### src/rtl/bram_arb_pkg.sv
// Shared types and helpers for the round-robin BRAM port arbiter.
// Tags carry enough id bits for the largest supported requester count (8).
package bram_arb_pkg;

  localparam int unsigned MAX_REQ  = 8;
  localparam int unsigned TAG_ID_W = 3;

  typedef struct packed {
    logic                valid;
    logic [TAG_ID_W-1:0] id;
    logic                is_read;
  } tag_t;

  localparam int unsigned TAG_W = $bits(tag_t);

  function automatic int unsigned clog2(input int unsigned n);
    int unsigned r;
    r = 0;
    for (int unsigned i = 0; i < 32; i++) begin
      if ((32'd1 << i) < n) r = i + 1;
    end
    return r;
  endfunction

  function automatic int unsigned addr_lsb(input int unsigned data_w);
    return clog2(data_w / 8);
  endfunction

endpackage

### src/rtl/rr_grant.sv
// Combinational rotate-priority encoder: searches i_valid starting just after
// i_last, wrapping, and returns the first hit as one-hot grant plus binary id.
module rr_grant #(
  parameter int unsigned NUM_REQ = 2,
  parameter int unsigned ID_W    = 1
) (
  input  logic [NUM_REQ-1:0] i_valid,
  input  logic [ID_W-1:0]    i_last,
  output logic [NUM_REQ-1:0] o_grant,
  output logic [ID_W-1:0]    o_id
);

  logic            w_found;
  logic [ID_W-1:0] w_idx;

  always_comb begin
    o_grant = '0;
    o_id    = '0;
    w_found = 1'b0;
    w_idx   = '0;
    for (int unsigned k = 1; k <= NUM_REQ; k++) begin
      w_idx = ID_W'((32'(i_last) + k) % NUM_REQ);
      if (!w_found && i_valid[w_idx]) begin
        w_found        = 1'b1;
        o_grant[w_idx] = 1'b1;
        o_id           = w_idx;
      end
    end
  end

endmodule

### src/rtl/bram_rr_arbiter.sv
// Round-robin arbiter sharing one native BRAM port among NUM_REQ requesters,
// with a tag shift register that routes each completion back to its requester.
module bram_rr_arbiter
  import bram_arb_pkg::*;
#(
  parameter int unsigned NUM_REQ = 2,
  parameter int unsigned ADDR_W  = 32,
  parameter int unsigned DATA_W  = 32,
  parameter int unsigned RD_LAT  = 1
) (
  input  logic                         ACLK,
  input  logic                         ARESETn,
  input  logic [NUM_REQ-1:0]           req_valid,
  output logic [NUM_REQ-1:0]           req_ready,
  input  logic [NUM_REQ-1:0]           req_we,
  input  logic [NUM_REQ*ADDR_W-1:0]    req_addr,
  input  logic [NUM_REQ*DATA_W-1:0]    req_wdata,
  input  logic [NUM_REQ*DATA_W/8-1:0]  req_wstrb,
  output logic [NUM_REQ-1:0]           rsp_valid,
  output logic [DATA_W-1:0]            rsp_rdata,
  output logic [$clog2(NUM_REQ)-1:0]   grant_id,
  output logic                         bram_en,
  output logic [DATA_W/8-1:0]          bram_we,
  output logic [ADDR_W-1:0]            bram_addr,
  output logic [DATA_W-1:0]            bram_din,
  input  logic [DATA_W-1:0]            bram_dout
);

  localparam int unsigned ID_W     = clog2(NUM_REQ);
  localparam int unsigned STRB_W   = DATA_W / 8;
  localparam int unsigned ADDR_LSB = addr_lsb(DATA_W);
  localparam logic [ADDR_W-1:0] ADDR_MASK = ~((ADDR_W'(1) << ADDR_LSB) - ADDR_W'(1));

  logic [NUM_REQ-1:0] w_grant;
  logic [ID_W-1:0]    w_id;
  logic               w_accept;
  logic               w_sel_we;
  logic [ADDR_W-1:0]  w_sel_addr;
  logic [DATA_W-1:0]  w_sel_wdata;
  logic [STRB_W-1:0]  w_sel_wstrb;
  tag_t               w_tag_in;
  tag_t               w_tag_out;

  logic               r_bram_en;
  logic [STRB_W-1:0]  r_bram_we;
  logic [ADDR_W-1:0]  r_bram_addr;
  logic [DATA_W-1:0]  r_bram_din;
  logic [ID_W-1:0]    r_rr_last;
  logic [ID_W-1:0]    r_grant_id;
  tag_t [RD_LAT:0]    r_tag;

  rr_grant #(
    .NUM_REQ (NUM_REQ),
    .ID_W    (ID_W)
  ) u_rr_grant (
    .i_valid (req_valid),
    .i_last  (r_rr_last),
    .o_grant (w_grant),
    .o_id    (w_id)
  );

  assign w_accept    = |w_grant;
  assign w_sel_we    = req_we[w_id];
  assign w_sel_addr  = req_addr[w_id*ADDR_W +: ADDR_W];
  assign w_sel_wdata = req_wdata[w_id*DATA_W +: DATA_W];
  assign w_sel_wstrb = req_wstrb[w_id*STRB_W +: STRB_W];

  always_comb begin
    w_tag_in              = '0;
    w_tag_in.valid        = w_accept;
    w_tag_in.id[ID_W-1:0] = w_id;
    w_tag_in.is_read      = ~w_sel_we;
  end

  always_ff @(posedge ACLK or negedge ARESETn) begin
    if (!ARESETn) begin
      r_bram_en   <= 1'b0;
      r_bram_we   <= '0;
      r_bram_addr <= '0;
      r_bram_din  <= '0;
      r_rr_last   <= ID_W'(NUM_REQ - 1);
      r_grant_id  <= '0;
      r_tag       <= '0;
    end else begin
      r_bram_en <= w_accept;
      r_bram_we <= (w_accept && w_sel_we) ? w_sel_wstrb : '0;
      r_tag     <= {r_tag[RD_LAT-1:0], w_tag_in};
      if (w_accept) begin
        r_bram_addr <= w_sel_addr & ADDR_MASK;
        r_bram_din  <= w_sel_wdata;
        r_rr_last   <= w_id;
        r_grant_id  <= w_id;
      end
    end
  end

  // Oldest stage lines up with the cycle the BRAM presents read data.
  assign w_tag_out = r_tag[RD_LAT];

  always_comb begin
    rsp_valid = '0;
    for (int unsigned i = 0; i < NUM_REQ; i++) begin
      rsp_valid[i] = w_tag_out.valid && (w_tag_out.id == TAG_ID_W'(i));
    end
  end

  assign rsp_rdata = (w_tag_out.valid && w_tag_out.is_read) ? bram_dout : '0;
  assign req_ready = w_grant;
  assign grant_id  = r_grant_id;
  assign bram_en   = r_bram_en;
  assign bram_we   = r_bram_we;
  assign bram_addr = r_bram_addr;
  assign bram_din  = r_bram_din;

endmodule

### config.mk
export PLATFORM = sky130hd
export DESIGN_NAME = bram_rr_arbiter
export DESIGN_NICKNAME = d
export VERILOG_FILES = /design/src/rtl/bram_arb_pkg.sv /design/src/rtl/rr_grant.sv /design/src/rtl/bram_rr_arbiter.sv
export SDC_FILE = /design/constraint.sdc
export NUM_CORES = 1
export LEC_CHECK = 0
export BUFFER_PORTS_ARGS = -buffer_cell sky130_fd_sc_hd__buf_2
export CAP_MARGIN = 20
export CORE_AREA = 2 2 107 109
export CTS_CLUSTER_DIAMETER = 80
export DETAILED_ROUTE_END_ITERATION = 10
export DIE_AREA = 0 0 109 111
export PLACE_DENSITY = 0.79
export SLEW_MARGIN = 20
export SYNTH_ARGS = -nofsm -noshare
export SYNTH_HDL_FRONTEND = slang
export SYNTH_SLANG_ARGS = --single-unit
export TNS_END_PERCENT = 100
### constraint.sdc
create_clock -name ACLK -period 3.5 [get_ports ACLK]
set_clock_uncertainty 0.15 [all_clocks]
set_input_delay 0.7 -clock ACLK [delete_from_list [all_inputs] [get_ports ACLK]]
set_output_delay 0.7 -clock ACLK [all_outputs]
set_load 0.005 [all_outputs]
[Yosys cells after proc, flatten, opt, wreduce, memory -nomap -nowiden]
Index checks and enable logic that the tools add are counted.
Cells by class
  $add $sub $neg: 2
  order comparisons: 5
  shift operators: 3
  mux-type cells: 17
  bitwise operators: 2
  reduce and logical (&&, ||, !) cells: 10
Operators by type and width (number)
  64-bit by 7-bit indexed part select with 32-bit output: 2
  32-bit 2-to-1 mux: 1
  1-bit 2-to-1 mux: 11
  8-bit by 4-bit indexed part select with 4-bit output: 1
  1-bit logical AND: 7
  1-bit by 2-bit < comparator with 1-bit output, second input constant: 3
  2-bit 2-to-1 mux: 2
  4-bit 2-to-1 mux: 1
  3-bit logical NOT: 1
  1-bit adder, second input constant: 2
  1-bit demux with 1-bit select: 2
  1-bit greater-or-equal comparator, second input constant: 2
  2-bit bitwise OR: 1
  2-bit OR reduction: 1
  1-bit logical NOT: 1
  1-bit NOT: 1
Word-level totals
  bits in registers: 74
  input port bits: 174
  output and inout bits: 106
  word-level logic and storage cells: 50

[Depth between registers and ports, before layout]
Gate-level depths: netlist of run 1.
  word-level depth: 11
  gate-level depth with buffers: 5
  depth with buffers taken out: 3

[Cells and area by module]
A second synthesis of run 1 with hierarchy kept.
Second synthesis, totals
  cell total of the unflattened synthesis: 348
  area total of the unflattened synthesis: 3676.0 µm²
Modules (own cells, without submodules)
  bram_rr_arbiter: times used 1, cells an instance 344, area each 3649.8 µm², seq. area each 1853.0 µm²
  rr_grant: times used 1, cells an instance 4, area each 26.3 µm², seq. area each 0.0 µm²

[Worst setup path before layout of run 1]
Ideal clock, no wire load.
  path kind: input-to-output
  start point: input req_valid[0]
  end point: output req_ready[1]
  data arrival time: 1.297 ns
  path slack: 1.353 ns
  stages: 3
  path buffers: 2
  path through: clkbuf_1 buf_2 a21boi_1
Between the ends
  longest elaborated chain between the ends: 6
  elaborated cells between the ends (all ways): 10
  those cells by class: mux (7); bitwise (1); reduce/logical (2)
Ends and longest elaborated chain
  start, declared: line bram_rr_arbiter.sv:13  | input logic [NUM_REQ-1:0] req_valid,
  1-bit 2-to-1 mux (implied by the code) (2 in series): line rr_grant.sv:23  | if (!w_found && i_valid[w_idx]) begin
  1-bit 2-to-1 mux: line rr_grant.sv:23
  1-bit logical NOT: line rr_grant.sv:23
  1-bit logical AND: line rr_grant.sv:23
  2-bit 2-to-1 mux (*): line rr_grant.sv:23
  end, declared: line bram_rr_arbiter.sv:14  | output logic [NUM_REQ-1:0] req_ready,
Mark *: on every way between the ends. The rest lies on a longest branch, timed or not. The select of a mux whose other input is x is not followed.

[Worst setup path after layout of run 1]
  start point: register r_tag[9] (netlist name)
  end point: output rsp_rdata[28]
Between the ends
  longest elaborated chain between the ends: 2
Ends and longest elaborated chain
  start, declared: line bram_rr_arbiter.sv:50  | tag_t [RD_LAT:0] r_tag;
  start signal, assigned: line bram_rr_arbiter.sv:87  | r_tag <= {r_tag[RD_LAT-1:0], w_tag_in};
  1-bit logical AND: line bram_rr_arbiter.sv:107  | assign rsp_rdata = (w_tag_out.valid && w_tag_out.is_read) ? bram_dout : '0;
  32-bit 2-to-1 mux: line bram_rr_arbiter.sv:107
  end, declared: line bram_rr_arbiter.sv:20  | output logic [DATA_W-1:0] rsp_rdata,
Every way passes these cells.

==> run metrics, run 1 <==
synthesized flop and latch total 74; Clock Latency Late Sink between 0.3 and 0.4 ns; worst slew pin tran ~0.98 ns; WP buf/inv 1; fin nets around 840; ANT cells 0; Worst-path clk slew roughly 0.05 ns; highest clock rate 0.406 GHz; die area 12100 um2; worst setup path category reg2out; unrepaired setup endpoints after global routing false; EDFF count, synth 0; Worst EP required 2.65 ns; clk sinks 74; final slew viol count 0; CP cell instances and3_1 -> buf_2; die width roughly 110 um; final instance area ~6100 um2; Sw Share 0.252; Internal Power 2.18 mW; area grow syn2layout 40.0%; final setup fails 0; status finished, final reports clean; most frequent cells after synthesis dfrtp_1, inv_1, a21oi_1, o22ai_1, mux2_4; critical-path maximum fanout 34; Tcrit/Tclk final 0.704; Synth cell types 26; Synth Flop Type dfrtp_1; Iteration-0 DRC Markers 215; leakage approximately 3.4 nW; vias in the first global route 4404; first-pass GRT wire length between 20000 and 25000 um; share of power burned in registers 0.356; arrival time at the worst endpoint 1.61 ns; cts hold-fix bufs 0; post-cts sizing count 0; CTS tree done; final core occ 0.546; worst slack at placement 1.10 ns; Finished Layout Cells between 800 and 900; Via density roughly 5.2; CTS root buf clkbuf_16; DRT antenna net count 0; placed cell areas about 5700 um2; most numerous cell in the Yosys netlist dfrtp_1; Die Span Y 111 um; HP Class reg2reg; Initial Util 0.390; VDD IR max 295 uV; GRT Resource Usage Total 0.220; largest net degree at the start of global routing between 70 and 80; syn_area_per_cell 10.6 um2; area leader, netlist dfrtp_1; Power Density 481 nW/um2; CTS H-Tree Depth 3; final hold vios 0; Async SR Flop Fraction 1.00; Hold WS between 0.15 and 0.2 ns; post-CTS setup repair buffer count 0; layout cells sized above 1 0.554; CP Capture Type output port; Num CTS Buffers 9; drt drc 0; Final WS setup just over 1 ns; post-synth top area share 0.423; Seq/Total Area, Yosys 0.429; Max Root-Sink Buffers 2; switching power roughly 0.74 mW; antenna violations before repair 0; Buffers on Ports ~270; CP delay by family, top flip-flops; drt wl/cell 16.6 um; First-pass DRT Iterations 7; # IOs between 200 and 300; GP Congestion 0.876; number of fillers in the final layout between 900 and 1000; clock power share 0.409; Congestion Overflow GR 0; max_slew headroom 0.345; Comb pwr share 0.235; leading post-synthesis cells by cell area dfrtp_1, mux2_4, o22ai_1, a21oi_1, inv_1; Rows 39; min cycle time layout between 2 and 2.5 ns; Core ar. about 11000 um2; Crit-path slowest cell dfrtp_1; max-cap violations 0; DP HPWL between 9000 and 10000 um; drt total wl approximately 13000 um; CP peak stage delay 0.86 ns; Final Power 2.91 mW; placed cells roughly 800; via count ~4200; setup_tns 0 ns; Synth Warn # 0; mapped cell area 4320 um2; Mapped Cells just over 400; crit start category flip-flop
-- cell families after synthesis --
family | count (synthesis) | share of synthesized area
AOI/OAI and AO/OA | 131 | 0.195
buffers and inverters | 99 | 0.113
DFF | 74 | 0.429
and+or+nand+nor | 41 | 0.0582
other | 1 | 0.000867
muxes | 63 | 0.205
-- cell usage in the layout, fill, tap and decap left out, types with 5 or more instances in the layout --
master and instances:
and3_1 33, o22ai_1 53, buf_4 7, mux2_1 5
dfrtp_1 73, clkbuf_16 9, inv_1 63, a21oi_1 53
mux2_4 47, a21oi_2 9, bufinv_16 5, buf_2 271
mux2_2 10, o22ai_2 9
-- worst paths after layout --
path	startpoint	endpoint	slack [ns]	cells past startpoint
worst min-delay path	r_tag[1]$_DFF_PN0_	r_tag[6]$_DFF_PN0_	0.20	0
worst max-delay path	r_tag[9]$_DFF_PN0_	rsp_rdata[28]	1.04	2
worst min register to register	r_tag[1]$_DFF_PN0_	r_tag[6]$_DFF_PN0_	0.20	0
min in group asynchronous	ARESETn	bram_din[10]$_DFFE_PN0P_	0.34	1
worst max register to register	r_rr_last$_DFFE_PN1P_	bram_we[3]$_DFF_PN0_	1.45	4
max in group asynchronous	ARESETn	r_tag[6]$_DFF_PN0_	2.17	1
-- worst reg2reg max path, stage by stage (launching register included) --
cell and delay [ns]:
dfstp_2 0.55, nand2b_2 0.12, buf_4 0.61, and3_1 0.38, a22o_1 0.17
-- sequential cells by signal (all words and copies together) (netlist names) --
register   cells
bram_addr     30
bram_din      32
bram_we        4
grant_id       1
r_rr_last      1
r_tag          6
-- area by class of cell --
class | count | area [um2] | area share
Multi-Input combinational cell | 237 | 1990 | 0.329
Inverter | 63 | 236 | 0.0391
Clock inverter | 5 | 150 | 0.0248
Clock buffer | 11 | 233 | 0.0385
Timing Repair Buffer | 278 | 1410 | 0.233
Tap cell | 143 | 179 | 0.0296
Sequential cell | 74 | 1850 | 0.306
-- power groups by stage --
stage	clock network, mW	logic [mW]	registers, mW
floorplan	0	0.379	1.05
global placement	0	0.663	1.04
detailed placement	0	0.686	1.05
CTS	1.22	0.689	1.04
global route	1.25	0.750	1.05
finish	1.19	0.683	1.04
-- layer usage --
metal	global-route usage	share of wire
met3	0.0400	0.075
met5	0	0
met4	0.0966	0.028
met1	0.245	0.38
met2	0.398	0.52
No activity file was read; power rests on OpenSTA's default activity.
==> inputs of run 2 (changes only) <==
CORE_AREA = 2 2 109 111   (was 2 2 107 109)
DIE_AREA = 0 0 111 113   (was 0 0 109 111)
clock period = 2.02 ns   (was 3.5 ns; I/O delays follow)
==> run metrics, run 2 (synthesized netlist as in run 1, its figures left out) <==
VDD IR max 510 uV (+73%); final core occ 0.545 (-0.00113); Core ar. 11300 um2 (+1.8%); via count 4130 (-1.2%); worst hold start req_we[1]; arrival time at the worst endpoint 1.37 ns (-0.24 ns); drt total wl 13400 um (-0.27%); r2r setup slk 0.34 ns (-1.11 ns); crit start category flip-flop; switching power 1.28 mW (+73%); CP Capture Type output port; Initial Util 0.384 (-0.00676); GP Congestion 0.808 (-7.8%); Sw Share 0.263 (+0.0104); layout cells sized above 1 0.562 (+0.00805); Via density 5.03 (-2.4%); GRT Resource Usage Total 0.215 (-0.00509); Power Density 789 nW/um2 (+64%); HP Class in2reg; max reg flops 32 (unchanged); final slew viol count 0 (unchanged); fin nets 848 (+1.3%); clock power share 0.379 (-0.030); Worst R2R End bram_we[1]$_DFF_PN0_; first-pass GRT wire length 21800 um (+4.1%); Tcrit/Tclk final 0.950; die area 12500 um2 (+3.7%); Hold WS 0.141 ns (-0.0554 ns); final setup fails 0 (unchanged); Congestion Overflow GR 0 (unchanged); die width 111 um (+1.8%); CTS root buf clkbuf_16; max-cap violations 0 (unchanged); vias in the first global route 4440 (+0.82%); DRT antenna net count 0 (unchanged); First-pass DRT Iterations 4 (-3); Comb pwr share 0.254 (+0.019); Reg2Reg Depth 4 (unchanged); clk sinks 74 (unchanged); drt wl/cell 16.4 um (-1.5%); Worst-path clk slew 0.06 ns (about the same); area grow syn2layout 42.1%; CTS tree done; leakage 3.42 nW (+1.5%); drt drc 0 (unchanged); status finished, final reports clean; # IOs 280 (unchanged); antenna violations before repair 0 (unchanged); largest net degree at the start of global routing 65 (-13%); Worst EP required 1.47 ns (-1.18 ns); RR Startpoint r_rr_last$_DFFE_PN1P_; ANT cells 0 (unchanged); Internal Power 3.58 mW (+64%); critical-path maximum fanout 4 (-88%); commonest non-fill, non-tap cell in the layout buf_2; most frequent cells in the layout buf_2, dfrtp_1, inv_1; CTS H-Tree Depth 3 (unchanged); Max Root-Sink Buffers 2 (unchanged); highest clock rate ~0.52 GHz; hold endpoint r_tag[0]$_DFF_PN0_; Clock Latency Late Sink 0.32 ns (about the same); Die Span Y 113 um (+1.8%); Iteration-0 DRC Markers 178 (-17%); worst setup path category reg2out; min cycle time layout between 1.5 and 2 ns; unrepaired setup endpoints after global routing false; DP HPWL 10000 um (+4.2%); final hold vios 0 (unchanged); Num CTS Buffers 9 (unchanged); setup_tns 0 ns (unchanged); Rows 39 (unchanged); hold depth 2 (+2); Buffers on Ports 273 (unchanged); share of power burned in registers 0.366 (+0.010)
run 2: area by class of cell:
cell class,instances,area (um2)
multi-input combinational,237,1990
timing repair buffer,289,1540
fill,1041,5130
clock inverter,5,103
sequential,74,1850
tap,143,179
clock buffer,10,239
inverter,63,236
run 2: per-layer routing:
metal / routed length, um / GRT usage / part of all wire / vias to the layer above
li1: - / - / - / 1963
met1: 5190 / 0.240 / 0.39 / 1931
met2: 6760 / 0.390 / 0.50 / 203
met3: 1030 / 0.0503 / 0.076 / 33
met4: 448 / 0.0942 / 0.033 / 0
met5: 0 / 0 / 0 / -
run 2: critical path: stages (launching register included):
cell and delay, ns:
dfstp_2 0.55, nand2b_2 0.14, and2_2 0.22, buf_2 0.14
run 2: worst max path at each step:
| stage | start | endpoint | slack, ns | cells past startpoint |
|---|---|---|---|---|
| 6_report | r_rr_last$_DFFE_PN1P_ | req_ready[0] | 0.10 | 3 |
| 5_1_grt | r_rr_last$_DFFE_PN1P_ | req_ready[0] | 0.05 | 3 |
| 4_1_cts | r_rr_last$_DFFE_PN1P_ | req_ready[0] | 0.08 | 3 |
| 3_5_place_dp | req_valid[1] | bram_addr[27]$_DFFE_PN0P_ | 0.19 | 5 |
| 3_3_place_gp | req_valid[1] | bram_addr[26]$_DFFE_PN0P_ | 0.25 | 5 |
| 2_1_floorplan | r_rr_last$_DFFE_PN1P_ | req_ready[0] | 0.38 | 4 |
run 2: stage by stage:
stage          power (mW)  instances  setup WS [ns]  area (um2)
2_1_floorplan        2.47        410          0.381        4330
3_3_place_gp         3.01        805          0.249        5790
3_5_place_dp         3.04        805          0.185        5790
4_1_cts              4.91        821         0.0815        6140
5_1_grt              5.12        821         0.0463        6140
6_report             4.85        821          0.101        6140
run 2: power groups by stage:
stage	Clock, mW	Combinational [mW]	Sequential, mW
CTS	1.88	1.24	1.78
global placement	0	1.21	1.80
global route	1.96	1.36	1.80
detailed placement	0	1.24	1.80
floorplan	0	0.656	1.81
finish	1.84	1.23	1.78
run 2: repair_timing:
action | 4_1_cts | 5_1_grt
resized for setup | 0 | 0
endpoints found under the hold margin | 29 | 0
hold buffers | 1 | 0
setup buffers | 0 | 0
